`config.mk`:
```
export PLATFORM = sky130hd
export DESIGN_NAME = pll_reset_sequencer
export DESIGN_NICKNAME = d
export VERILOG_FILES = /design/src/rtl/pll_reset_sequencer.sv
export SDC_FILE = /design/constraint.sdc
export NUM_CORES = 1
export LEC_CHECK = 0
export ABC_AREA = 1
export CELL_PAD_IN_SITES_DETAIL_PLACEMENT = 1
export CELL_PAD_IN_SITES_GLOBAL_PLACEMENT = 2
export CORE_UTILIZATION = 35
export DETAILED_ROUTE_END_ITERATION = 16
export HOLD_SLACK_MARGIN = 0.02
export PLACE_DENSITY_LB_ADDON = 0.1
export SETUP_SLACK_MARGIN = 0.3
export SYNTH_ARGS = -nofsm -noshare
export SYNTH_HDL_FRONTEND = slang
export SYNTH_SLANG_ARGS = --single-unit
```
`constraint.sdc`:
```
create_clock -name i_clk -period 3 [get_ports i_clk]
set_clock_uncertainty 0.2 [all_clocks]
set_input_delay 0.45 -clock i_clk [delete_from_list [all_inputs] [get_ports i_clk]]
set_output_delay 0.45 -clock i_clk [all_outputs]
set_load 0.01 [all_outputs]
```
`src/rtl/pll_reset_sequencer.sv`:
```
// pll_reset_sequencer
//   Owns the PLL areset, waits for a stable (synchronized) lock, then releases
//   the per-domain resets one stage at a time, bit 0 first. Losing lock while
//   releasing or running re-asserts every stage reset and restarts the PLL.
//
// Ports
//   i_clk             free-running quartz clock (not PLL-derived)
//   i_reset           synchronous reset, active-high
//   i_pll_locked      PLL lock, asynchronous to i_clk (2-flop synchronized)
//   o_pll_reset       PLL areset, active-high
//   o_stage_reset_n   per-stage reset, active-low, bit 0 released first
//   o_all_ready       high only while every stage is released (RUN)
//   o_lock_lost_count lock losses seen in RELEASE/RUN, saturating at 255
//   o_fault           retry limit exhausted (constant 0 without the macro)
//
// Build option
//   PLL_SEQ_RETRY_LIMIT_EN : after MAX_RETRIES consecutive lock timeouts the
//   sequencer parks in FAULT until i_reset. Undefined: unlimited retries.
//
// state          | meaning
// ---------------+---------------------------------------------------------
// ST_PLL_RESET   | PLL areset held for PLL_RESET_CYCLES
// ST_WAIT_LOCK   | areset released, waiting for locked_s, timeout running
// ST_LOCK_STABLE | counting consecutive locked_s samples
// ST_RELEASE     | stages released every STAGE_DELAY cycles
// ST_RUN         | all stages released, o_all_ready high
// ST_FAULT       | retry limit reached; PLL held in reset until i_reset
module pll_reset_sequencer #(
  parameter int NUM_STAGES          = 3,
  parameter int PLL_RESET_CYCLES    = 16,
  parameter int LOCK_STABLE_CYCLES  = 1024,
  parameter int LOCK_TIMEOUT_CYCLES = 33_000_000,
  parameter int STAGE_DELAY         = 64,
  parameter int MAX_RETRIES         = 7
) (
  input  logic                  i_clk,
  input  logic                  i_reset,
  input  logic                  i_pll_locked,
  output logic                  o_pll_reset,
  output logic [NUM_STAGES-1:0] o_stage_reset_n,
  output logic                  o_all_ready,
  output logic [7:0]            o_lock_lost_count,
  output logic                  o_fault
);

  localparam int RST_W = (PLL_RESET_CYCLES > 1) ? $clog2(PLL_RESET_CYCLES) : 1;
  localparam int TO_W  = (LOCK_TIMEOUT_CYCLES > 1) ? $clog2(LOCK_TIMEOUT_CYCLES) : 1;
  localparam int STB_W = (LOCK_STABLE_CYCLES > 1) ? $clog2(LOCK_STABLE_CYCLES) : 1;
  localparam int DLY_W = (STAGE_DELAY > 1) ? $clog2(STAGE_DELAY) : 1;

  localparam logic [RST_W-1:0] RST_LAST = RST_W'(PLL_RESET_CYCLES - 1);
  localparam logic [TO_W-1:0]  TO_LAST  = TO_W'(LOCK_TIMEOUT_CYCLES - 1);
  localparam logic [STB_W-1:0] STB_LAST = STB_W'(LOCK_STABLE_CYCLES - 1);
  localparam logic [DLY_W-1:0] DLY_LAST = DLY_W'(STAGE_DELAY - 1);

  typedef enum logic [2:0] {
    ST_PLL_RESET   = 3'd0,
    ST_WAIT_LOCK   = 3'd1,
    ST_LOCK_STABLE = 3'd2,
    ST_RELEASE     = 3'd3,
    ST_RUN         = 3'd4
`ifdef PLL_SEQ_RETRY_LIMIT_EN
    , ST_FAULT     = 3'd5
`endif
  } state_t;

  state_t                state_q, state_d;
  logic                  sync1_q, locked_s_q;
  logic [RST_W-1:0]      rst_cnt_q, rst_cnt_d;
  logic [TO_W-1:0]       to_cnt_q, to_cnt_d;
  logic                  timeout_q, timeout_d;
  logic [STB_W-1:0]      stb_cnt_q, stb_cnt_d;
  logic [DLY_W-1:0]      dly_cnt_q, dly_cnt_d;
  logic                  pll_reset_q, pll_reset_d;
  logic [NUM_STAGES-1:0] stage_n_q, stage_n_d;
  logic                  all_ready_q, all_ready_d;
  logic [7:0]            lost_q, lost_d;
  logic                  lock_loss;

`ifdef PLL_SEQ_RETRY_LIMIT_EN
  localparam int RETRY_W = (MAX_RETRIES > 1) ? $clog2(MAX_RETRIES) : 1;
  localparam logic [RETRY_W-1:0] RETRY_LAST = RETRY_W'(MAX_RETRIES - 1);
  logic [RETRY_W-1:0] retry_q, retry_d;
  logic               fault_q, fault_d;
`else
  // The retry limit only exists in the FAULT-capable build.
  localparam int unused_max_retries = MAX_RETRIES;
`endif

  always_comb begin
    state_d   = state_q;
    rst_cnt_d = rst_cnt_q;
    to_cnt_d  = to_cnt_q;
    timeout_d = 1'b0;
    stb_cnt_d = stb_cnt_q;
    dly_cnt_d = dly_cnt_q;
    stage_n_d = stage_n_q;
    lost_d    = lost_q;
    lock_loss = 1'b0;
`ifdef PLL_SEQ_RETRY_LIMIT_EN
    retry_d   = retry_q;
`endif

    case (state_q)
      ST_PLL_RESET: begin
        if (rst_cnt_q == RST_LAST) begin
          state_d  = ST_WAIT_LOCK;
          to_cnt_d = '0;
        end else begin
          rst_cnt_d = rst_cnt_q + 1'b1;
        end
      end
      ST_WAIT_LOCK: begin
        if (locked_s_q) begin
          state_d   = ST_LOCK_STABLE;
          stb_cnt_d = '0;
        end else if (timeout_q) begin
          rst_cnt_d = '0;
`ifdef PLL_SEQ_RETRY_LIMIT_EN
          if (retry_q == RETRY_LAST) begin
            state_d = ST_FAULT;
          end else begin
            state_d = ST_PLL_RESET;
            retry_d = retry_q + 1'b1;
          end
`else
          state_d = ST_PLL_RESET;
`endif
        end else if (to_cnt_q == TO_LAST) begin
          // Expiry is registered off the terminal count, so each attempt
          // spends LOCK_TIMEOUT_CYCLES+1 cycles here before the PLL restarts.
          timeout_d = 1'b1;
        end else begin
          to_cnt_d = to_cnt_q + 1'b1;
        end
      end
      ST_LOCK_STABLE: begin
        if (!locked_s_q) begin
          // A glitch before release is a failed qualification, not a loss.
          state_d  = ST_WAIT_LOCK;
          to_cnt_d = '0;
        end else if (stb_cnt_q == STB_LAST) begin
          state_d   = ST_RELEASE;
          stage_n_d = NUM_STAGES'(1);
          dly_cnt_d = '0;
`ifdef PLL_SEQ_RETRY_LIMIT_EN
          retry_d   = '0;
`endif
        end else begin
          stb_cnt_d = stb_cnt_q + 1'b1;
        end
      end
      ST_RELEASE: begin
        if (!locked_s_q) begin
          lock_loss = 1'b1;
        end else if (&stage_n_q) begin
          state_d = ST_RUN;
        end else if (dly_cnt_q == DLY_LAST) begin
          // Shift in a one: released stages stay released.
          stage_n_d = (stage_n_q << 1) | NUM_STAGES'(1);
          dly_cnt_d = '0;
        end else begin
          dly_cnt_d = dly_cnt_q + 1'b1;
        end
      end
      ST_RUN: begin
        if (!locked_s_q) lock_loss = 1'b1;
      end
`ifdef PLL_SEQ_RETRY_LIMIT_EN
      ST_FAULT: begin
        stage_n_d = '0;
      end
`endif
      default: begin
        state_d   = ST_PLL_RESET;
        rst_cnt_d = '0;
        stage_n_d = '0;
      end
    endcase

    if (lock_loss) begin
      state_d   = ST_PLL_RESET;
      rst_cnt_d = '0;
      stage_n_d = '0;
      if (lost_q != 8'hFF) lost_d = lost_q + 1'b1;
    end

    all_ready_d = (state_d == ST_RUN);
`ifdef PLL_SEQ_RETRY_LIMIT_EN
    fault_d     = (state_d == ST_FAULT);
    pll_reset_d = (state_d == ST_PLL_RESET) || (state_d == ST_FAULT);
`else
    pll_reset_d = (state_d == ST_PLL_RESET);
`endif
  end

  always_ff @(posedge i_clk) begin
    if (i_reset) begin
      state_q     <= ST_PLL_RESET;
      sync1_q     <= 1'b0;
      locked_s_q  <= 1'b0;
      rst_cnt_q   <= '0;
      to_cnt_q    <= '0;
      timeout_q   <= 1'b0;
      stb_cnt_q   <= '0;
      dly_cnt_q   <= '0;
      pll_reset_q <= 1'b1;
      stage_n_q   <= '0;
      all_ready_q <= 1'b0;
      lost_q      <= '0;
`ifdef PLL_SEQ_RETRY_LIMIT_EN
      retry_q     <= '0;
      fault_q     <= 1'b0;
`endif
    end else begin
      state_q     <= state_d;
      sync1_q     <= i_pll_locked;
      locked_s_q  <= sync1_q;
      rst_cnt_q   <= rst_cnt_d;
      to_cnt_q    <= to_cnt_d;
      timeout_q   <= timeout_d;
      stb_cnt_q   <= stb_cnt_d;
      dly_cnt_q   <= dly_cnt_d;
      pll_reset_q <= pll_reset_d;
      stage_n_q   <= stage_n_d;
      all_ready_q <= all_ready_d;
      lost_q      <= lost_d;
`ifdef PLL_SEQ_RETRY_LIMIT_EN
      retry_q     <= retry_d;
      fault_q     <= fault_d;
`endif
    end
  end

  assign o_pll_reset       = pll_reset_q;
  assign o_stage_reset_n   = stage_n_q;
  assign o_all_ready       = all_ready_q;
  assign o_lock_lost_count = lost_q;
`ifdef PLL_SEQ_RETRY_LIMIT_EN
  assign o_fault           = fault_q;
`else
  assign o_fault           = 1'b0;
`endif

endmodule

```
==> results of run 1 <==
==> placed cells by master (no fill, tap or decap), types with 2 or more instances in the layout <==
cell                              instances
sky130_fd_sc_hd__nand2_1                138
sky130_fd_sc_hd__nor2_1                 134
sky130_fd_sc_hd__inv_2                    4
sky130_fd_sc_hd__xnor2_1                  2
sky130_fd_sc_hd__inv_1                   62
sky130_fd_sc_hd__nand3_2                  2
sky130_fd_sc_hd__dfxtp_1                 64
sky130_fd_sc_hd__nand2_2                  4
sky130_fd_sc_hd__ha_1                     5
sky130_fd_sc_hd__o21ai_0                 20
sky130_fd_sc_hd__a21oi_2                  3
sky130_fd_sc_hd__xor2_1                   8
sky130_fd_sc_hd__clkbuf_8                11
sky130_fd_sc_hd__o21ai_1                  2
sky130_fd_sc_hd__nor3_1                  15
sky130_fd_sc_hd__a31oi_1                  2
sky130_fd_sc_hd__nor3b_1                  2
sky130_fd_sc_hd__nor2_2                   4
sky130_fd_sc_hd__clkdlybuf4s50_1         15
sky130_fd_sc_hd__nand3_1                 44
sky130_fd_sc_hd__buf_4                    3
sky130_fd_sc_hd__nand4_1                  9
sky130_fd_sc_hd__a21oi_1                 37
sky130_fd_sc_hd__bufinv_16                2
sky130_fd_sc_hd__nand3b_1                 3
==> where the power goes <==
| group | switching [mW] | leakage (nW) | internal [mW] |
|---|---|---|---|
| Clock | 0.360 | 0.113 | 0.515 |
| Combinational | 0.0257 | 0.980 | 0.0125 |
| Sequential | 0.00468 | 0.516 | 0.853 |
==> sequential cells by signal, indices dropped and copies added, names as in the netlist <==
| register | flops |
|---|---|
| rst_cnt_q | 4 |
| state_q | 3 |
| locked_s_q | 1 |
| o_lock_lost_count | 8 |
| stb_cnt_q | 10 |
| dly_cnt_q | 6 |
| o_all_ready | 1 |
| sync1_q | 1 |
| o_pll_reset | 1 |
| timeout_q | 1 |
| o_stage_reset_n | 3 |
| to_cnt_q | 25 |
==> worst min-delay path by stage <==
stage,from,to,slack [ns]
final,sync1_q$_SDFF_PP0_,locked_s_q$_SDFF_PP0_,0.22
after global routing,sync1_q$_SDFF_PP0_,locked_s_q$_SDFF_PP0_,0.23
after CTS,sync1_q$_SDFF_PP0_,locked_s_q$_SDFF_PP0_,0.22
after detailed placement,sync1_q$_SDFF_PP0_,locked_s_q$_SDFF_PP0_,0.21
after global placement,sync1_q$_SDFF_PP0_,locked_s_q$_SDFF_PP0_,0.20
after floorplan,sync1_q$_SDFF_PP0_,locked_s_q$_SDFF_PP0_,0.19
==> per-layer routing <==
layer  GRT usage  up-vias
met2       0.329       33
met3      0.0332       14
met1       0.258     1691
li1            -     1894
met4      0.0735        0
met5           0        -
==> worst max-delay path, cell delays in order (launching register included) <==
cell and delay, ns:
sky130_fd_sc_hd__dfxtp_1 0.43, sky130_fd_sc_hd__ha_1 0.27, sky130_fd_sc_hd__nand2_1 0.11, sky130_fd_sc_hd__nor2_1 0.27, sky130_fd_sc_hd__nand2_1 0.20, sky130_fd_sc_hd__inv_1 0.18
sky130_fd_sc_hd__nand3_1 0.10, sky130_fd_sc_hd__nor3_1 0.27, sky130_fd_sc_hd__nand3_1 0.12, sky130_fd_sc_hd__nand2_1 0.09, sky130_fd_sc_hd__nor2_1 0.04
==> layout make-up <==
cell class	instances	area, um^2	area share
multi-input cells	443	2050	0.493
flip-flops and latches	64	1280	0.309
clock buffers	12	155	0.0374
well taps	133	166	0.0401
inverters	67	254	0.0612
repair buffers	18	173	0.0416
clock inverters	4	76.3	0.0184
==> synth_stat cells, types with 2 or more instances <==
master,number
sky130_fd_sc_hd__a21oi_1,37
sky130_fd_sc_hd__a21oi_2,3
sky130_fd_sc_hd__a31oi_1,2
sky130_fd_sc_hd__buf_4,2
sky130_fd_sc_hd__buf_6,4
sky130_fd_sc_hd__clkbuf_1,4
sky130_fd_sc_hd__dfxtp_1,64
sky130_fd_sc_hd__ha_1,5
sky130_fd_sc_hd__inv_1,62
sky130_fd_sc_hd__inv_2,4
sky130_fd_sc_hd__nand2_1,138
sky130_fd_sc_hd__nand2_2,4
sky130_fd_sc_hd__nand3_1,44
sky130_fd_sc_hd__nand3_2,2
sky130_fd_sc_hd__nand3b_1,3
sky130_fd_sc_hd__nand4_1,9
sky130_fd_sc_hd__nor2_1,134
sky130_fd_sc_hd__nor2_2,4
sky130_fd_sc_hd__nor3_1,15
sky130_fd_sc_hd__nor3b_1,2
sky130_fd_sc_hd__o21ai_0,20
sky130_fd_sc_hd__o21ai_1,2
sky130_fd_sc_hd__xnor2_1,2
sky130_fd_sc_hd__xor2_1,8
==> cells by family (layout without fill, tap and decap cells) <==
kind of cell | count (synthesis) | in the layout | synth area share
and+or+nand+nor | 358 | 358 | 0.412
adders and majority gates | 5 | 5 | 0.0171
AOI/OAI and AO/OA | 69 | 69 | 0.105
DFF | 64 | 64 | 0.350
xor gates and xnor gates | 10 | 10 | 0.0239
other | 1 | 1 | 0.00102
buffers and inverters | 78 | 101 | 0.0912
==> metrics by stage <==
| step | setup WS (ns) | hold slack (ns) | std cells | instance area (um^2) | power (mW) |
|---|---|---|---|---|---|
| after floorplan | 1.18 | 0.188 | 585 | 3660 | 0.902 |
| after global placement | 0.646 | 0.200 | 725 | 3920 | 0.915 |
| after detailed placement | 0.633 | 0.209 | 725 | 3920 | 0.917 |
| after CTS | 0.597 | 0.219 | 741 | 4150 | 1.79 |
| after global routing | 0.337 | 0.235 | 741 | 4150 | 1.83 |
| final | 0.616 | 0.215 | 741 | 4150 | 1.77 |
==> impl_results.html, run 1 <==
<table>
<tr><th>Metric</th><th>Value</th></tr>
<tr><th colspan="2">Setup path</th></tr>
<tr><td>Timing startpoint of the critical path</td><td>to_cnt_q[0]$_SDFFE_PP0P_</td></tr>
<tr><td>Worst Setup Path Type</td><td>flip-flop to flip-flop</td></tr>
<tr><td>R2r endpoint</td><td>to_cnt_q[22]$_SDFFE_PP0P_</td></tr>
<tr><td>Crit path capture type</td><td>flip-flop</td></tr>
<tr><td>End point of the critical path</td><td>to_cnt_q[22]$_SDFFE_PP0P_</td></tr>
<tr><td>Critical path launch point type</td><td>flip-flop</td></tr>
<tr><td>Largest fanout of any net on the critical path</td><td>6</td></tr>
<tr><td>Worst Reg2Reg Path Length in Cells</td><td>10</td></tr>
<tr><td>Worst r2r src</td><td>to_cnt_q[0]$_SDFFE_PP0P_</td></tr>
<tr><td>Data required time of the worst path</td><td>roughly 3.1 ns</td></tr>
<tr><td>Arrival time of the worst setup path</td><td>about 2.4 ns</td></tr>
<tr><td>Register-to-register setup slack</td><td>between 0.6 and 0.7 ns</td></tr>
<tr><th colspan="2">Floorplan</th></tr>
<tr><td>Core Area</td><td>9950 um^2</td></tr>
<tr><td>Die boundary width</td><td>104 um</td></tr>
<tr><td>Vert. Die Dim</td><td>around 100 um</td></tr>
<tr><td>Effective utilization at floorplan</td><td>0.368</td></tr>
<tr><td>FP Rows</td><td>36</td></tr>
<tr><td>Area of the die</td><td>roughly 11000 um^2</td></tr>
<tr><td>I/O pin cnt</td><td>17</td></tr>
<tr><th colspan="2">Job</th></tr>
<tr><td>Maxcap violations</td><td>0</td></tr>
<tr><th colspan="2">Timing</th></tr>
<tr><td>Total negative slack for setup checks</td><td>0 ns</td></tr>
<tr><td>Slew at the pin closest to its max-slew limit</td><td>approximately 0.65 ns</td></tr>
<tr><td>Final number of hold-violating endpoints</td><td>0</td></tr>
<tr><td>Final number of setup-violating endpoints</td><td>0</td></tr>
<tr><td>Relative slew slack</td><td>0.568</td></tr>
<tr><td>Final critical-path required period</td><td>~2.4 ns</td></tr>
<tr><td>Max Clock Freq</td><td>around 420 MHz</td></tr>
<tr><td>Slew Viols, Final</td><td>0</td></tr>
<tr><td>Period Utilization, post-route</td><td>0.795</td></tr>
<tr><td>Unrepaired setup endpoints after global routing</td><td>no</td></tr>
<tr><th colspan="2">Clock tree</th></tr>
<tr><td>Post-CTS Setup Bufs</td><td>0</td></tr>
<tr><td>Quantity of gates resized following cts</td><td>0</td></tr>
<tr><td>TritonCTS clock tree</td><td>done</td></tr>
<tr><td>Clock slew seen by the registers of the worst setup and hold paths</td><td>about 0.070 ns</td></tr>
<tr><td>CTS Root Cell</td><td>sky130_fd_sc_hd__clkbuf_8</td></tr>
<tr><td>Worst skew pair latency</td><td>around 0.35 ns</td></tr>
<tr><td>Number of clock sinks</td><td>64</td></tr>
<tr><td>Total of hold buffers inserted after clock tree synthesis</td><td>0</td></tr>
<tr><td>Total clock buffers created by CTS</td><td>9</td></tr>
<tr><td>Number of buffers on the longest clock path</td><td>2</td></tr>
<tr><td>H-tree depth reported by CTS</td><td>3</td></tr>
<tr><th colspan="2">Final layout</th></tr>
<tr><td>Post-synthesis to final-layout area growth</td><td>13.4%</td></tr>
<tr><td>Number of diodes added for antenna fixing</td><td>0</td></tr>
<tr><td>Final layout net count</td><td>between 600 and 700</td></tr>
<tr><td>Final cell utilization of the core</td><td>0.417</td></tr>
<tr><td>Share of layout cells above drive strength 1</td><td>0.0674</td></tr>
<tr><td>Fill cell count</td><td>~1400</td></tr>
<tr><th colspan="2">Logic synthesis</th></tr>
<tr><td>Number of register bits inferred by synthesis</td><td>64</td></tr>
<tr><td>Number of different library cells in the post-synthesis netlist</td><td>35</td></tr>
<tr><td>Area share of the leading cell type in the synthesized netlist</td><td>0.350</td></tr>
<tr><td>Number of instances in the synthesized netlist</td><td>between 500 and 600</td></tr>
<tr><td>Post-Synthesis Net Count</td><td>about 590</td></tr>
<tr><td>Number of synthesized flops with an enable pin</td><td>0</td></tr>
<tr><td>Leading cell types by total area after synthesis</td><td>sky130_fd_sc_hd__dfxtp_1 (35%), sky130_fd_sc_hd__nand2_1 (14%), sky130_fd_sc_hd__nor2_1 (14%), sky130_fd_sc_hd__inv_1 (6.4%), sky130_fd_sc_hd__nand3_1 (6.0%)</td></tr>
<tr><td>Avg Inst Size Synth</td><td>about 6.3 um^2</td></tr>
<tr><td>Cell type with the highest aggregate area in the netlist</td><td>sky130_fd_sc_hd__dfxtp_1</td></tr>
<tr><td>Sequential fraction of the synthesis area</td><td>0.350</td></tr>
<tr><td>Synth Flop Type</td><td>sky130_fd_sc_hd__dfxtp_1</td></tr>
<tr><td>Async S/R FF share, synth</td><td>0</td></tr>
<tr><td>Area of the mapped netlist</td><td>3660 um^2</td></tr>
<tr><td>Syn. warnings</td><td>0</td></tr>
<tr><th colspan="2">Route</th></tr>
<tr><td>Total detailed-routing wirelength</td><td>10.1 mm</td></tr>
<tr><td>Total length of routed met3 wires</td><td>roughly 190 um</td></tr>
<tr><td>Average wire per cell in the routed design</td><td>13.7 um</td></tr>
<tr><td>Met2 wire len</td><td>about 4.8 mm</td></tr>
<tr><td>Max layer used</td><td>met4</td></tr>
<tr><td>Remaining antenna violation count after routing</td><td>0</td></tr>
<tr><td>Count of routing violations after the opening detailed-route iteration</td><td>roughly 160</td></tr>
<tr><td>M1 WL</td><td>approximately 5 mm</td></tr>
<tr><td>Length of the first detailed-routing pass in iterations</td><td>4</td></tr>
<tr><td>Post-DR vias/cell</td><td>4.90</td></tr>
<tr><td>Via Count</td><td>3632</td></tr>
<tr><td>DRC Markers</td><td>0</td></tr>
<tr><th colspan="2">Power and ir drop</th></tr>
<tr><td>Leakage power summed over all cells</td><td>about 1.6 nW</td></tr>
<tr><td>Worst voltage drop across the vdd grid</td><td>~0.00017 V</td></tr>
<tr><td>Cell Pwr Density</td><td>between 400 and 500 nW/um^2</td></tr>
<tr><th colspan="2">Global routing</th></tr>
<tr><td>Number of global-route vias before repair</td><td>3620</td></tr>
<tr><td>Total Routing Usage GR</td><td>0.199</td></tr>
<tr><td>Remaining global-route overflow</td><td>0</td></tr>
<tr><td>Global-route wire length before repair</td><td>about 17 mm</td></tr>
<tr><td>Pin count of the biggest net entering global routing</td><td>28</td></tr>
<tr><td>Antenna violations before repair</td><td>0</td></tr>
<tr><th colspan="2">Min path</th></tr>
<tr><td>Classification of the worst-slack hold path</td><td>flip-flop to flip-flop</td></tr>
<tr><td>Depth of the worst hold-timing path</td><td>2</td></tr>
<tr><th colspan="2">Run status</th></tr>
<tr><td>Run status</td><td>completed</td></tr>
<tr><th colspan="2">Placement</th></tr>
<tr><td>DP HPWL</td><td>a little under 8 mm</td></tr>
<tr><td>Number of port buffers</td><td>15</td></tr>
<tr><td>Placer congestion estimate</td><td>around 0.78</td></tr>
</table>
No activity file was read; power rests on OpenSTA's default activity.
==> run 2, diff against run 1 <==
--- a/config.mk
+++ b/config.mk
@@ -8,7 +8,7 @@
 export ABC_AREA = 1
 export CELL_PAD_IN_SITES_DETAIL_PLACEMENT = 1
 export CELL_PAD_IN_SITES_GLOBAL_PLACEMENT = 2
-export CORE_UTILIZATION = 35
+export CORE_UTILIZATION = 30
 export DETAILED_ROUTE_END_ITERATION = 16
 export HOLD_SLACK_MARGIN = 0.02
 export PLACE_DENSITY_LB_ADDON = 0.1
==> constraint.sdc (replaced) <==
create_clock -name i_clk -period 2 [get_ports i_clk]
set_clock_uncertainty 0.2 [all_clocks]
set_input_delay 0.3 -clock i_clk [delete_from_list [all_inputs] [get_ports i_clk]]
set_output_delay 0.3 -clock i_clk [all_outputs]
set_load 0.01 [all_outputs]
==> run 2 against run 1 <==
Clock-buffer cell count unchanged. Largest cell class unchanged. Clock power up 98%. Die area up 16%.
==> impl_results.html, run 2 (same netlist as run 1, synthesis figures left out) <==
<table>
<tr><th>Metric</th><th>Value</th></tr>
<tr><th colspan="2">Setup path</th></tr>
<tr><td>Register-to-register setup slack</td><td>0.19 ns (was 0.62 ns)</td></tr>
<tr><td>Worst Setup Path Type</td><td>flip-flop to flip-flop (unchanged)</td></tr>
<tr><td>R2r endpoint</td><td>to_cnt_q[7]$_SDFFE_PP0P_ (was to_cnt_q[22]$_SDFFE_PP0P_)</td></tr>
<tr><td>Data required time of the worst path</td><td>2.04 ns (was 3.05 ns)</td></tr>
<tr><td>Worst Reg2Reg Path Length in Cells</td><td>11 (was 10)</td></tr>
<tr><td>Timing startpoint of the critical path</td><td>state_q[1]$_SDFF_PP0_ (was to_cnt_q[0]$_SDFFE_PP0P_)</td></tr>
<tr><td>End point of the critical path</td><td>to_cnt_q[7]$_SDFFE_PP0P_ (was to_cnt_q[22]$_SDFFE_PP0P_)</td></tr>
<tr><td>Crit-path cells</td><td>nand2_1 &gt; nand2_1 &gt; nor2_2 &gt; inv_1 &gt; nor2_2 &gt; nand2_2 &gt; nand2_8 &gt; buf_12 &gt; nand2_4 &gt; nor2_1 &gt; nor2_1 (was ha_1 &gt; nand2_1 &gt; nor2_1 &gt; nand2_1 &gt; inv_1 &gt; nand3_1 &gt; nor3_1 &gt; nand3_1 &gt; nand2_1 &gt; nor2_1)</td></tr>
<tr><td>Worst path slowest cell</td><td>sky130_fd_sc_hd__dfxtp_4 (was sky130_fd_sc_hd__dfxtp_1)</td></tr>
<tr><td>Crit path capture type</td><td>flip-flop (unchanged)</td></tr>
<tr><td>Worst r2r src</td><td>state_q[1]$_SDFF_PP0_ (was to_cnt_q[0]$_SDFFE_PP0P_)</td></tr>
<tr><td>Critical path launch point type</td><td>flip-flop (unchanged)</td></tr>
<tr><td>Largest fanout of any net on the critical path</td><td>8 (was 6)</td></tr>
<tr><td>Arrival time of the worst setup path</td><td>1.85 ns (was 2.43 ns)</td></tr>
<tr><td>Crit path largest cell delay</td><td>0.37 ns (was 0.43 ns)</td></tr>
<tr><th colspan="2">Placement</th></tr>
<tr><td>Cell Count Post-Placement</td><td>763 (was 725)</td></tr>
<tr><td>Pre-CTS setup slack</td><td>0.0578 ns (was 0.633 ns)</td></tr>
<tr><td>Number of port buffers</td><td>15 (unchanged)</td></tr>
<tr><td>Placer congestion estimate</td><td>0.792 (was 0.777)</td></tr>
<tr><td>DP HPWL</td><td>8.29 mm (was 7.77 mm)</td></tr>
<tr><th colspan="2">Global routing</th></tr>
<tr><td>Remaining global-route overflow</td><td>0 (unchanged)</td></tr>
<tr><td>Number of global-route vias before repair</td><td>4108 (was 3620)</td></tr>
<tr><td>Most utilized layer in the global route result</td><td>met2 (unchanged)</td></tr>
<tr><td>Pin count of the biggest net entering global routing</td><td>24 (was 28)</td></tr>
<tr><td>Met1 routing resource usage after global routing</td><td>0.242 (was 0.258)</td></tr>
<tr><td>Met3 GRT Util</td><td>0.0275 (was 0.0332)</td></tr>
<tr><td>Global-route wire length before repair</td><td>19.6 mm (was 17.3 mm)</td></tr>
<tr><td>Total Routing Usage GR</td><td>0.198 (was 0.199)</td></tr>
<tr><td>Antenna violations before repair</td><td>0 (unchanged)</td></tr>
<tr><td>Met2 Use GR</td><td>0.347 (was 0.329)</td></tr>
<tr><th colspan="2">Timing</th></tr>
<tr><td>Unrepaired setup endpoints after global routing</td><td>yes (was no)</td></tr>
<tr><td>Slew Viols, Final</td><td>0 (unchanged)</td></tr>
<tr><td>Final number of setup-violating endpoints</td><td>0 (unchanged)</td></tr>
<tr><td>Max Clock Freq</td><td>552 MHz (was 419 MHz)</td></tr>
<tr><td>Total negative slack for setup checks</td><td>0 ns (unchanged)</td></tr>
<tr><td>Final critical-path required period</td><td>1.81 ns (was 2.38 ns)</td></tr>
<tr><td>Worst Slack Setup Final</td><td>0.188 ns (was 0.616 ns)</td></tr>
<tr><td>Period Utilization, post-route</td><td>0.906 (was 0.795)</td></tr>
<tr><td>Slew at the pin closest to its max-slew limit</td><td>0.534 ns (was 0.647 ns)</td></tr>
<tr><td>Final number of hold-violating endpoints</td><td>0 (unchanged)</td></tr>
<tr><td>Relative slew slack</td><td>0.641 (was 0.568)</td></tr>
<tr><th colspan="2">Clock tree</th></tr>
<tr><td>Clock slew seen by the registers of the worst setup and hold paths</td><td>0.06 ns (was 0.07 ns)</td></tr>
<tr><td>Total clock buffers created by CTS</td><td>9 (unchanged)</td></tr>
<tr><td>Worst skew pair latency</td><td>0.34 ns (was 0.35 ns)</td></tr>
<tr><td>Number of buffers on the longest clock path</td><td>2 (unchanged)</td></tr>
<tr><td>TritonCTS clock tree</td><td>done (unchanged)</td></tr>
<tr><td>H-tree depth reported by CTS</td><td>3 (unchanged)</td></tr>
<tr><td>CTS Root Cell</td><td>sky130_fd_sc_hd__clkbuf_16 (was sky130_fd_sc_hd__clkbuf_8)</td></tr>
<tr><td>Number of clock sinks</td><td>64 (unchanged)</td></tr>
<tr><td>Total of hold buffers inserted after clock tree synthesis</td><td>0 (unchanged)</td></tr>
<tr><th colspan="2">Final layout</th></tr>
<tr><td>Post-synthesis to final-layout area growth</td><td>52.2% (was 13.4%)</td></tr>
<tr><td>Largest Register</td><td>to_cnt_q (unchanged)</td></tr>
<tr><td>Multi-input logic area</td><td>2700 um^2 (was 2050 um^2)</td></tr>
<tr><td>Top library cells by usage in the layout, fill and taps aside</td><td>sky130_fd_sc_hd__nor2_1 (104), sky130_fd_sc_hd__nand2_1 (96), sky130_fd_sc_hd__buf_4 (57), sky130_fd_sc_hd__inv_1 (50), sky130_fd_sc_hd__dfxtp_1 (32) (was sky130_fd_sc_hd__nand2_1 (138), sky130_fd_sc_hd__nor2_1 (134), sky130_fd_sc_hd__dfxtp_1 (64), sky130_fd_sc_hd__inv_1 (62), sky130_fd_sc_hd__nand3_1 (44))</td></tr>
<tr><td>Storage cell area</td><td>1360 um^2 (was 1280 um^2)</td></tr>
<tr><td>Number of diodes added for antenna fixing</td><td>0 (unchanged)</td></tr>
<tr><td>Flip-flop count of the largest register after layout</td><td>25 (unchanged)</td></tr>
<tr><td>Fill cell count</td><td>1451 (was 1352)</td></tr>
<tr><td>Final layout net count</td><td>677 (was 611)</td></tr>
<tr><td>Share of layout cells above drive strength 1</td><td>0.388 (was 0.0674)</td></tr>
<tr><td>Commonest non-fill, non-tap cell in the layout</td><td>sky130_fd_sc_hd__nor2_1 (was sky130_fd_sc_hd__nand2_1)</td></tr>
<tr><td>Final Non-Filler Cells</td><td>816 (was 741)</td></tr>
<tr><th colspan="2">Floorplan</th></tr>
<tr><td>I/O pin cnt</td><td>17 (unchanged)</td></tr>
<tr><td>FP Rows</td><td>39 (was 36)</td></tr>
<tr><td>Die boundary width</td><td>112 um (was 104 um)</td></tr>
<tr><td>Effective utilization at floorplan</td><td>0.314 (was 0.368)</td></tr>
<tr><td>Area of the die</td><td>12600 um^2 (was 10900 um^2)</td></tr>
<tr><td>Vert. Die Dim</td><td>112 um (was 104 um)</td></tr>
<tr><td>Core Area</td><td>11700 um^2 (was 9950 um^2)</td></tr>
<tr><th colspan="2">Route</th></tr>
<tr><td>Average wire per cell in the routed design</td><td>15.1 um (was 13.7 um)</td></tr>
<tr><td>Count of routing violations after the opening detailed-route iteration</td><td>143 (was 156)</td></tr>
<tr><td>Total detailed-routing wirelength</td><td>12.3 mm (was 10.1 mm)</td></tr>
<tr><td>Post-DR vias/cell</td><td>4.95 (was 4.90)</td></tr>
<tr><td>DRC Markers</td><td>0 (unchanged)</td></tr>
<tr><td>Length of the first detailed-routing pass in iterations</td><td>4 (unchanged)</td></tr>
<tr><td>Via Count</td><td>4036 (was 3632)</td></tr>
<tr><td>Remaining antenna violation count after routing</td><td>0 (unchanged)</td></tr>
<tr><th colspan="2">Power and ir drop</th></tr>
<tr><td>Switching power summed over all nets</td><td>640 uW (was 390 uW)</td></tr>
<tr><td>Portion of total power attributed to the clock network</td><td>0.562 (was 0.494)</td></tr>
<tr><td>Cell Pwr Density</td><td>554 nW/um^2 (was 427 nW/um^2)</td></tr>
<tr><td>Leakage power summed over all cells</td><td>2.34 nW (was 1.61 nW)</td></tr>
<tr><td>Part of the power in registers</td><td>0.412 (was 0.484)</td></tr>
<tr><td>Switching Fraction</td><td>0.207 (was 0.220)</td></tr>
<tr><td>Power share of the combinational group</td><td>0.027 (was 0.022)</td></tr>
<tr><td>Worst voltage drop across the vdd grid</td><td>0.000290 V (was 0.000175 V)</td></tr>
<tr><td>Post-layout total power</td><td>3.09 mW (was 1.77 mW)</td></tr>
<tr><td>Internal Dissipation</td><td>2.45 mW (was 1.38 mW)</td></tr>
<tr><th colspan="2">Run status</th></tr>
<tr><td>Run status</td><td>completed (unchanged)</td></tr>
<tr><th colspan="2">Min path</th></tr>
<tr><td>Classification of the worst-slack hold path</td><td>flip-flop to flip-flop (unchanged)</td></tr>
<tr><th colspan="2">Job</th></tr>
<tr><td>Maxcap violations</td><td>0 (unchanged)</td></tr>
</table>
run 2: power groups by stage:
stage | Sequential (mW) | Clock [mW] | Combinational [mW]
2_1_floorplan | 1.31 | 0 | 0.0387
3_3_place_gp | 1.32 | 0 | 0.0652
3_5_place_dp | 1.32 | 0 | 0.0673
4_1_cts | 1.28 | 1.78 | 0.0799
5_1_grt | 1.27 | 1.84 | 0.0926
6_report | 1.27 | 1.73 | 0.0822
run 2: through the flow:
| stage | area (um^2) | utilization | hold slack [ns] |
|---|---|---|---|
| 2_1_floorplan | 3690 | - | 0.188 |
| 3_3_place_gp | 4210 | 0.361 | 0.231 |
| 3_5_place_dp | 4210 | 0.361 | 0.221 |
| 4_1_cts | 5000 | 0.428 | 0.221 |
| 5_1_grt | 5570 | 0.478 | 0.240 |
| 6_report | 5570 | 0.478 | 0.216 |
run 2: worst min-delay path by stage:
| stage | depth (start not counted) | endpoint | startpoint |
|---|---|---|---|
| floorplan | 2 | locked_s_q$_SDFF_PP0_ | sync1_q$_SDFF_PP0_ |
| global placement | 2 | locked_s_q$_SDFF_PP0_ | sync1_q$_SDFF_PP0_ |
| global route | 2 | locked_s_q$_SDFF_PP0_ | sync1_q$_SDFF_PP0_ |
| detailed placement | 2 | locked_s_q$_SDFF_PP0_ | sync1_q$_SDFF_PP0_ |
| CTS | 2 | locked_s_q$_SDFF_PP0_ | sync1_q$_SDFF_PP0_ |
| finish | 2 | locked_s_q$_SDFF_PP0_ | sync1_q$_SDFF_PP0_ |
run 2: final cells by class:
| cell class | count | share of cell area |
|---|---|---|
| Clock inverter | 3 | 0.0117 |
| Inverter | 67 | 0.0478 |
| Timing Repair Buffer | 82 | 0.134 |
| Timing Repair inverter | 1 | 0.00157 |
| Sequential cell | 64 | 0.243 |
| Tap cell | 143 | 0.0321 |
| Clock buffer | 12 | 0.0460 |
| Multi-Input combinational cell | 444 | 0.484 |
run 2: routing by layer:
metal,vias to the layer above,part of all wire
met2,40,0.51
li1,2044,-
met4,0,0.018
met1,1935,0.45
met3,17,0.017
met5,-,0
run 2: critical path: cells and delay by family (launching register included):
kind | cells | cell delay (ns)
buffers and inverters | 2 | 0.23
DFF | 1 | 0.37
and+or+nand+nor | 9 | 0.91
run 2: repair_timing:
item,in CTS,in global routing
buffers inserted,14,20
resized for setup,113,133
gates cloned,2,2
pin swaps,35,52
endpoints found under the setup margin,70,61
==> run 3, diff against run 2 <==
--- a/config.mk
+++ b/config.mk
@@ -10,9 +10,10 @@
 export CELL_PAD_IN_SITES_GLOBAL_PLACEMENT = 2
 export CORE_UTILIZATION = 30
 export DETAILED_ROUTE_END_ITERATION = 16
-export HOLD_SLACK_MARGIN = 0.02
+export HOLD_SLACK_MARGIN = 0.08
 export PLACE_DENSITY_LB_ADDON = 0.1
 export SETUP_SLACK_MARGIN = 0.3
+export SKIP_CTS_REPAIR_TIMING = 1
 export SYNTH_ARGS = -nofsm -noshare
 export SYNTH_HDL_FRONTEND = slang
 export SYNTH_SLANG_ARGS = --single-unit
==> run 3 against run 2 <==
Critical path depth is 1 lower. Utilization fell by 2.4 points. Worst setup slack better by 0.024 ns. Power fell by 0.29%. Cell count decreased by 2.5%. Global-route usage down 1.3 points. Flip-flop and latch count unchanged. Wire length decreased by 6.8%. Die area unchanged. Critical endpoint is now to_cnt_q[22]$_SDFFE_PP0P_.
==> impl_results.html, run 3 (same netlist as run 1, synthesis figures left out) <==
<table>
<tr><th>Metric</th><th>Value</th></tr>
<tr><th colspan="2">Run status</th></tr>
<tr><td>Run status</td><td>completed (unchanged)</td></tr>
<tr><th colspan="2">Power and ir drop</th></tr>
<tr><td>Portion of total power attributed to the clock network</td><td>0.559 (was 0.562)</td></tr>
<tr><td>Part of the power in registers</td><td>0.415 (was 0.412)</td></tr>
<tr><td>Internal Dissipation</td><td>2.45 mW (about the same)</td></tr>
<tr><td>Leakage power summed over all cells</td><td>2.28 nW (was 2.34 nW)</td></tr>
<tr><td>Switching Fraction</td><td>0.204 (was 0.207)</td></tr>
<tr><td>Power share of the combinational group</td><td>0.026 (was 0.027)</td></tr>
<tr><td>Post-layout total power</td><td>3.08 mW (was 3.09 mW)</td></tr>
<tr><td>Cell Pwr Density</td><td>581 nW/um^2 (was 554 nW/um^2)</td></tr>
<tr><td>Worst voltage drop across the vdd grid</td><td>0.000286 V (was 0.000290 V)</td></tr>
<tr><td>Switching power summed over all nets</td><td>628 uW (was 640 uW)</td></tr>
<tr><th colspan="2">Setup path</th></tr>
<tr><td>Arrival time of the worst setup path</td><td>1.82 ns (was 1.85 ns)</td></tr>
<tr><td>Crit-path cells</td><td>nand2_1 &gt; nor2_2 &gt; nand2_2 &gt; nor2_1 &gt; nand2_1 &gt; nand2_2 &gt; nand2_4 &gt; clkbuf_16 &gt; a21oi_1 &gt; nor2_1 (was nand2_1 &gt; nand2_1 &gt; nor2_2 &gt; inv_1 &gt; nor2_2 &gt; nand2_2 &gt; nand2_8 &gt; buf_12 &gt; nand2_4 &gt; nor2_1 &gt; nor2_1)</td></tr>
<tr><td>End point of the critical path</td><td>to_cnt_q[22]$_SDFFE_PP0P_ (was to_cnt_q[7]$_SDFFE_PP0P_)</td></tr>
<tr><td>Register-to-register setup slack</td><td>0.21 ns (was 0.19 ns)</td></tr>
<tr><td>Critical path launch point type</td><td>flip-flop (unchanged)</td></tr>
<tr><td>Data required time of the worst path</td><td>2.03 ns (was 2.04 ns)</td></tr>
<tr><td>Worst Setup Path Type</td><td>flip-flop to flip-flop (unchanged)</td></tr>
<tr><td>Largest fanout of any net on the critical path</td><td>8 (unchanged)</td></tr>
<tr><td>Crit path largest cell delay</td><td>0.36 ns (was 0.37 ns)</td></tr>
<tr><td>Worst path slowest cell</td><td>sky130_fd_sc_hd__dfxtp_2 (was sky130_fd_sc_hd__dfxtp_4)</td></tr>
<tr><td>Crit path capture type</td><td>flip-flop (unchanged)</td></tr>
<tr><td>Worst Reg2Reg Path Length in Cells</td><td>10 (was 11)</td></tr>
<tr><td>R2r endpoint</td><td>to_cnt_q[22]$_SDFFE_PP0P_ (was to_cnt_q[7]$_SDFFE_PP0P_)</td></tr>
<tr><td>Timing startpoint of the critical path</td><td>to_cnt_q[5]$_SDFFE_PP0P_ (was state_q[1]$_SDFF_PP0_)</td></tr>
<tr><td>Worst r2r src</td><td>to_cnt_q[5]$_SDFFE_PP0P_ (was state_q[1]$_SDFF_PP0_)</td></tr>
<tr><th colspan="2">Final layout</th></tr>
<tr><td>Number of diodes added for antenna fixing</td><td>0 (unchanged)</td></tr>
<tr><td>Commonest non-fill, non-tap cell in the layout</td><td>sky130_fd_sc_hd__nand2_1 (was sky130_fd_sc_hd__nor2_1)</td></tr>
<tr><td>Largest Register</td><td>to_cnt_q (unchanged)</td></tr>
<tr><td>Flip-flop count of the largest register after layout</td><td>25 (unchanged)</td></tr>
<tr><td>Share of layout cells above drive strength 1</td><td>0.323 (was 0.388)</td></tr>
<tr><td>Fill cell count</td><td>1446 (was 1451)</td></tr>
<tr><td>Top library cells by usage in the layout, fill and taps aside</td><td>sky130_fd_sc_hd__nand2_1 (116), sky130_fd_sc_hd__nor2_1 (112), sky130_fd_sc_hd__inv_1 (55), sky130_fd_sc_hd__buf_4 (40), sky130_fd_sc_hd__dfxtp_1 (33) (was sky130_fd_sc_hd__nor2_1 (104), sky130_fd_sc_hd__nand2_1 (96), sky130_fd_sc_hd__buf_4 (57), sky130_fd_sc_hd__inv_1 (50), sky130_fd_sc_hd__dfxtp_1 (32))</td></tr>
<tr><td>Final layout net count</td><td>657 (was 677)</td></tr>
<tr><td>Final Non-Filler Cells</td><td>796 (was 816)</td></tr>
<tr><td>Storage cell area</td><td>1350 um^2 (was 1360 um^2)</td></tr>
<tr><td>Post-synthesis to final-layout area growth</td><td>44.6% (was 52.2%)</td></tr>
<tr><td>Multi-input logic area</td><td>2570 um^2 (was 2700 um^2)</td></tr>
<tr><th colspan="2">Placement</th></tr>
<tr><td>Number of port buffers</td><td>15 (unchanged)</td></tr>
<tr><td>Placer congestion estimate</td><td>0.792 (unchanged)</td></tr>
<tr><td>Cell Count Post-Placement</td><td>763 (unchanged)</td></tr>
<tr><td>DP HPWL</td><td>8.29 mm (unchanged)</td></tr>
<tr><th colspan="2">Clock tree</th></tr>
<tr><td>Number of clock sinks</td><td>64 (unchanged)</td></tr>
<tr><td>CTS Root Cell</td><td>sky130_fd_sc_hd__clkbuf_16 (unchanged)</td></tr>
<tr><td>TritonCTS clock tree</td><td>done (unchanged)</td></tr>
<tr><td>Total clock buffers created by CTS</td><td>9 (unchanged)</td></tr>
<tr><td>Worst skew pair latency</td><td>0.34 ns (about the same)</td></tr>
<tr><td>Clock slew seen by the registers of the worst setup and hold paths</td><td>0.05 ns (was 0.06 ns)</td></tr>
<tr><td>H-tree depth reported by CTS</td><td>3 (unchanged)</td></tr>
<tr><td>Number of buffers on the longest clock path</td><td>2 (unchanged)</td></tr>
<tr><th colspan="2">Route</th></tr>
<tr><td>Post-DR vias/cell</td><td>4.91 (was 4.95)</td></tr>
<tr><td>Remaining antenna violation count after routing</td><td>0 (unchanged)</td></tr>
<tr><td>Length of the first detailed-routing pass in iterations</td><td>4 (unchanged)</td></tr>
<tr><td>Count of routing violations after the opening detailed-route iteration</td><td>112 (was 143)</td></tr>
<tr><td>Average wire per cell in the routed design</td><td>14.4 um (was 15.1 um)</td></tr>
<tr><td>DRC Markers</td><td>0 (unchanged)</td></tr>
<tr><td>Via Count</td><td>3912 (was 4036)</td></tr>
<tr><td>Total detailed-routing wirelength</td><td>11.4 mm (was 12.3 mm)</td></tr>
<tr><th colspan="2">Global routing</th></tr>
<tr><td>Total Routing Usage GR</td><td>0.185 (was 0.198)</td></tr>
<tr><td>Pin count of the biggest net entering global routing</td><td>24 (unchanged)</td></tr>
<tr><td>Remaining global-route overflow</td><td>0 (unchanged)</td></tr>
<tr><td>Global-route wire length before repair</td><td>18.3 mm (was 19.6 mm)</td></tr>
<tr><td>Antenna violations before repair</td><td>0 (unchanged)</td></tr>
<tr><td>Number of global-route vias before repair</td><td>3835 (was 4108)</td></tr>
<tr><th colspan="2">Floorplan</th></tr>
<tr><td>Area of the die</td><td>12600 um^2 (unchanged)</td></tr>
<tr><td>FP Rows</td><td>39 (unchanged)</td></tr>
<tr><td>Vert. Die Dim</td><td>112 um (unchanged)</td></tr>
<tr><td>I/O pin cnt</td><td>17 (unchanged)</td></tr>
<tr><td>Core Area</td><td>11700 um^2 (unchanged)</td></tr>
<tr><td>Effective utilization at floorplan</td><td>0.314 (unchanged)</td></tr>
<tr><td>Die boundary width</td><td>112 um (unchanged)</td></tr>
<tr><th colspan="2">Timing</th></tr>
<tr><td>Period Utilization, post-route</td><td>0.894 (was 0.906)</td></tr>
<tr><td>Final critical-path required period</td><td>1.79 ns (was 1.81 ns)</td></tr>
<tr><td>Slew Viols, Final</td><td>0 (unchanged)</td></tr>
<tr><td>Final number of setup-violating endpoints</td><td>0 (unchanged)</td></tr>
<tr><td>Unrepaired setup endpoints after global routing</td><td>yes (unchanged)</td></tr>
<tr><td>Total negative slack for setup checks</td><td>0 ns (unchanged)</td></tr>
<tr><td>Final number of hold-violating endpoints</td><td>0 (unchanged)</td></tr>
<tr><td>Max Clock Freq</td><td>559 MHz (was 552 MHz)</td></tr>
<tr><th colspan="2">Job</th></tr>
<tr><td>Maxcap violations</td><td>0 (unchanged)</td></tr>
<tr><th colspan="2">Min path</th></tr>
<tr><td>Depth of the worst hold-timing path</td><td>2 (unchanged)</td></tr>
<tr><td>Classification of the worst-slack hold path</td><td>flip-flop to flip-flop (unchanged)</td></tr>
</table>
run 3: cell types whose count changed in the layout (fill, tap and decap cells not counted), moves of 4 or more:
cell / change
sky130_fd_sc_hd__nand2_4: -7
sky130_fd_sc_hd__buf_4: -17
sky130_fd_sc_hd__nor2_1: +8
sky130_fd_sc_hd__a21oi_2: +7
sky130_fd_sc_hd__nor2_4: -4
sky130_fd_sc_hd__nor2_2: -4
sky130_fd_sc_hd__nand2_2: -13
sky130_fd_sc_hd__a21oi_1: -6
sky130_fd_sc_hd__inv_2: -5
sky130_fd_sc_hd__inv_1: +5
sky130_fd_sc_hd__nand2_1: +20
sky130_fd_sc_hd__dlygate4sd2_1: -12
sky130_fd_sc_hd__dlymetal6s2s_1: +12
run 3: layer usage:
metal  share of wire  up-vias  wire (um)  GRT usage
li1                -     2004          -          -
met1            0.47     1862       5440      0.232
met2            0.49       31       5610      0.315
met3           0.014       15        164     0.0275
met4           0.020        0        232     0.0800
met5               0        -          0          0
run 3: through the flow:
stage | cell area, um^2 | hold slack, ns | utilization | setup slack, ns
after floorplan | 3690 | 0.188 | - | 0.304
after global placement | 4210 | 0.231 | 0.361 | 0.132
after CTS | 4530 | 0.228 | 0.389 | 0.0441
final | 5300 | 0.219 | 0.454 | 0.212
after detailed placement | 4210 | 0.221 | 0.361 | 0.0578
after global routing | 5300 | 0.240 | 0.454 | 0.0712
run 3: worst min-delay path by stage:
| stage | slack [ns] | end | startpoint |
|---|---|---|---|
| after floorplan | 0.19 | locked_s_q$_SDFF_PP0_ | sync1_q$_SDFF_PP0_ |
| after global placement | 0.23 | locked_s_q$_SDFF_PP0_ | sync1_q$_SDFF_PP0_ |
| final | 0.22 | locked_s_q$_SDFF_PP0_ | sync1_q$_SDFF_PP0_ |
| after global routing | 0.24 | locked_s_q$_SDFF_PP0_ | sync1_q$_SDFF_PP0_ |
| after CTS | 0.23 | locked_s_q$_SDFF_PP0_ | sync1_q$_SDFF_PP0_ |
| after detailed placement | 0.22 | locked_s_q$_SDFF_PP0_ | sync1_q$_SDFF_PP0_ |
run 3: critical path: cells and delay by family, from the launching register on:
family / cells / cell delay (ns)
compound gates: 1 / 0.13
buf+inv: 1 / 0.19
flops: 1 / 0.36
simple gates: 8 / 0.79
run 3: layout make-up:
type / instances / share of cell area
clock inverter: 3 / 0.0123
multi-input combinational: 444 / 0.485
tap: 143 / 0.0338
sequential: 64 / 0.255
timing repair buffer: 62 / 0.115
inverter: 67 / 0.0494
timing repair inverter: 1 / 0.00118
clock buffer: 12 / 0.0484
run 3: power by group through the flow:
stage / registers [mW] / logic, mW / clock network (mW)
detailed placement: 1.32 / 0.0673 / 0
finish: 1.28 / 0.0794 / 1.72
CTS: 1.29 / 0.0675 / 1.78
floorplan: 1.31 / 0.0387 / 0
global route: 1.28 / 0.0893 / 1.83
global placement: 1.32 / 0.0652 / 0
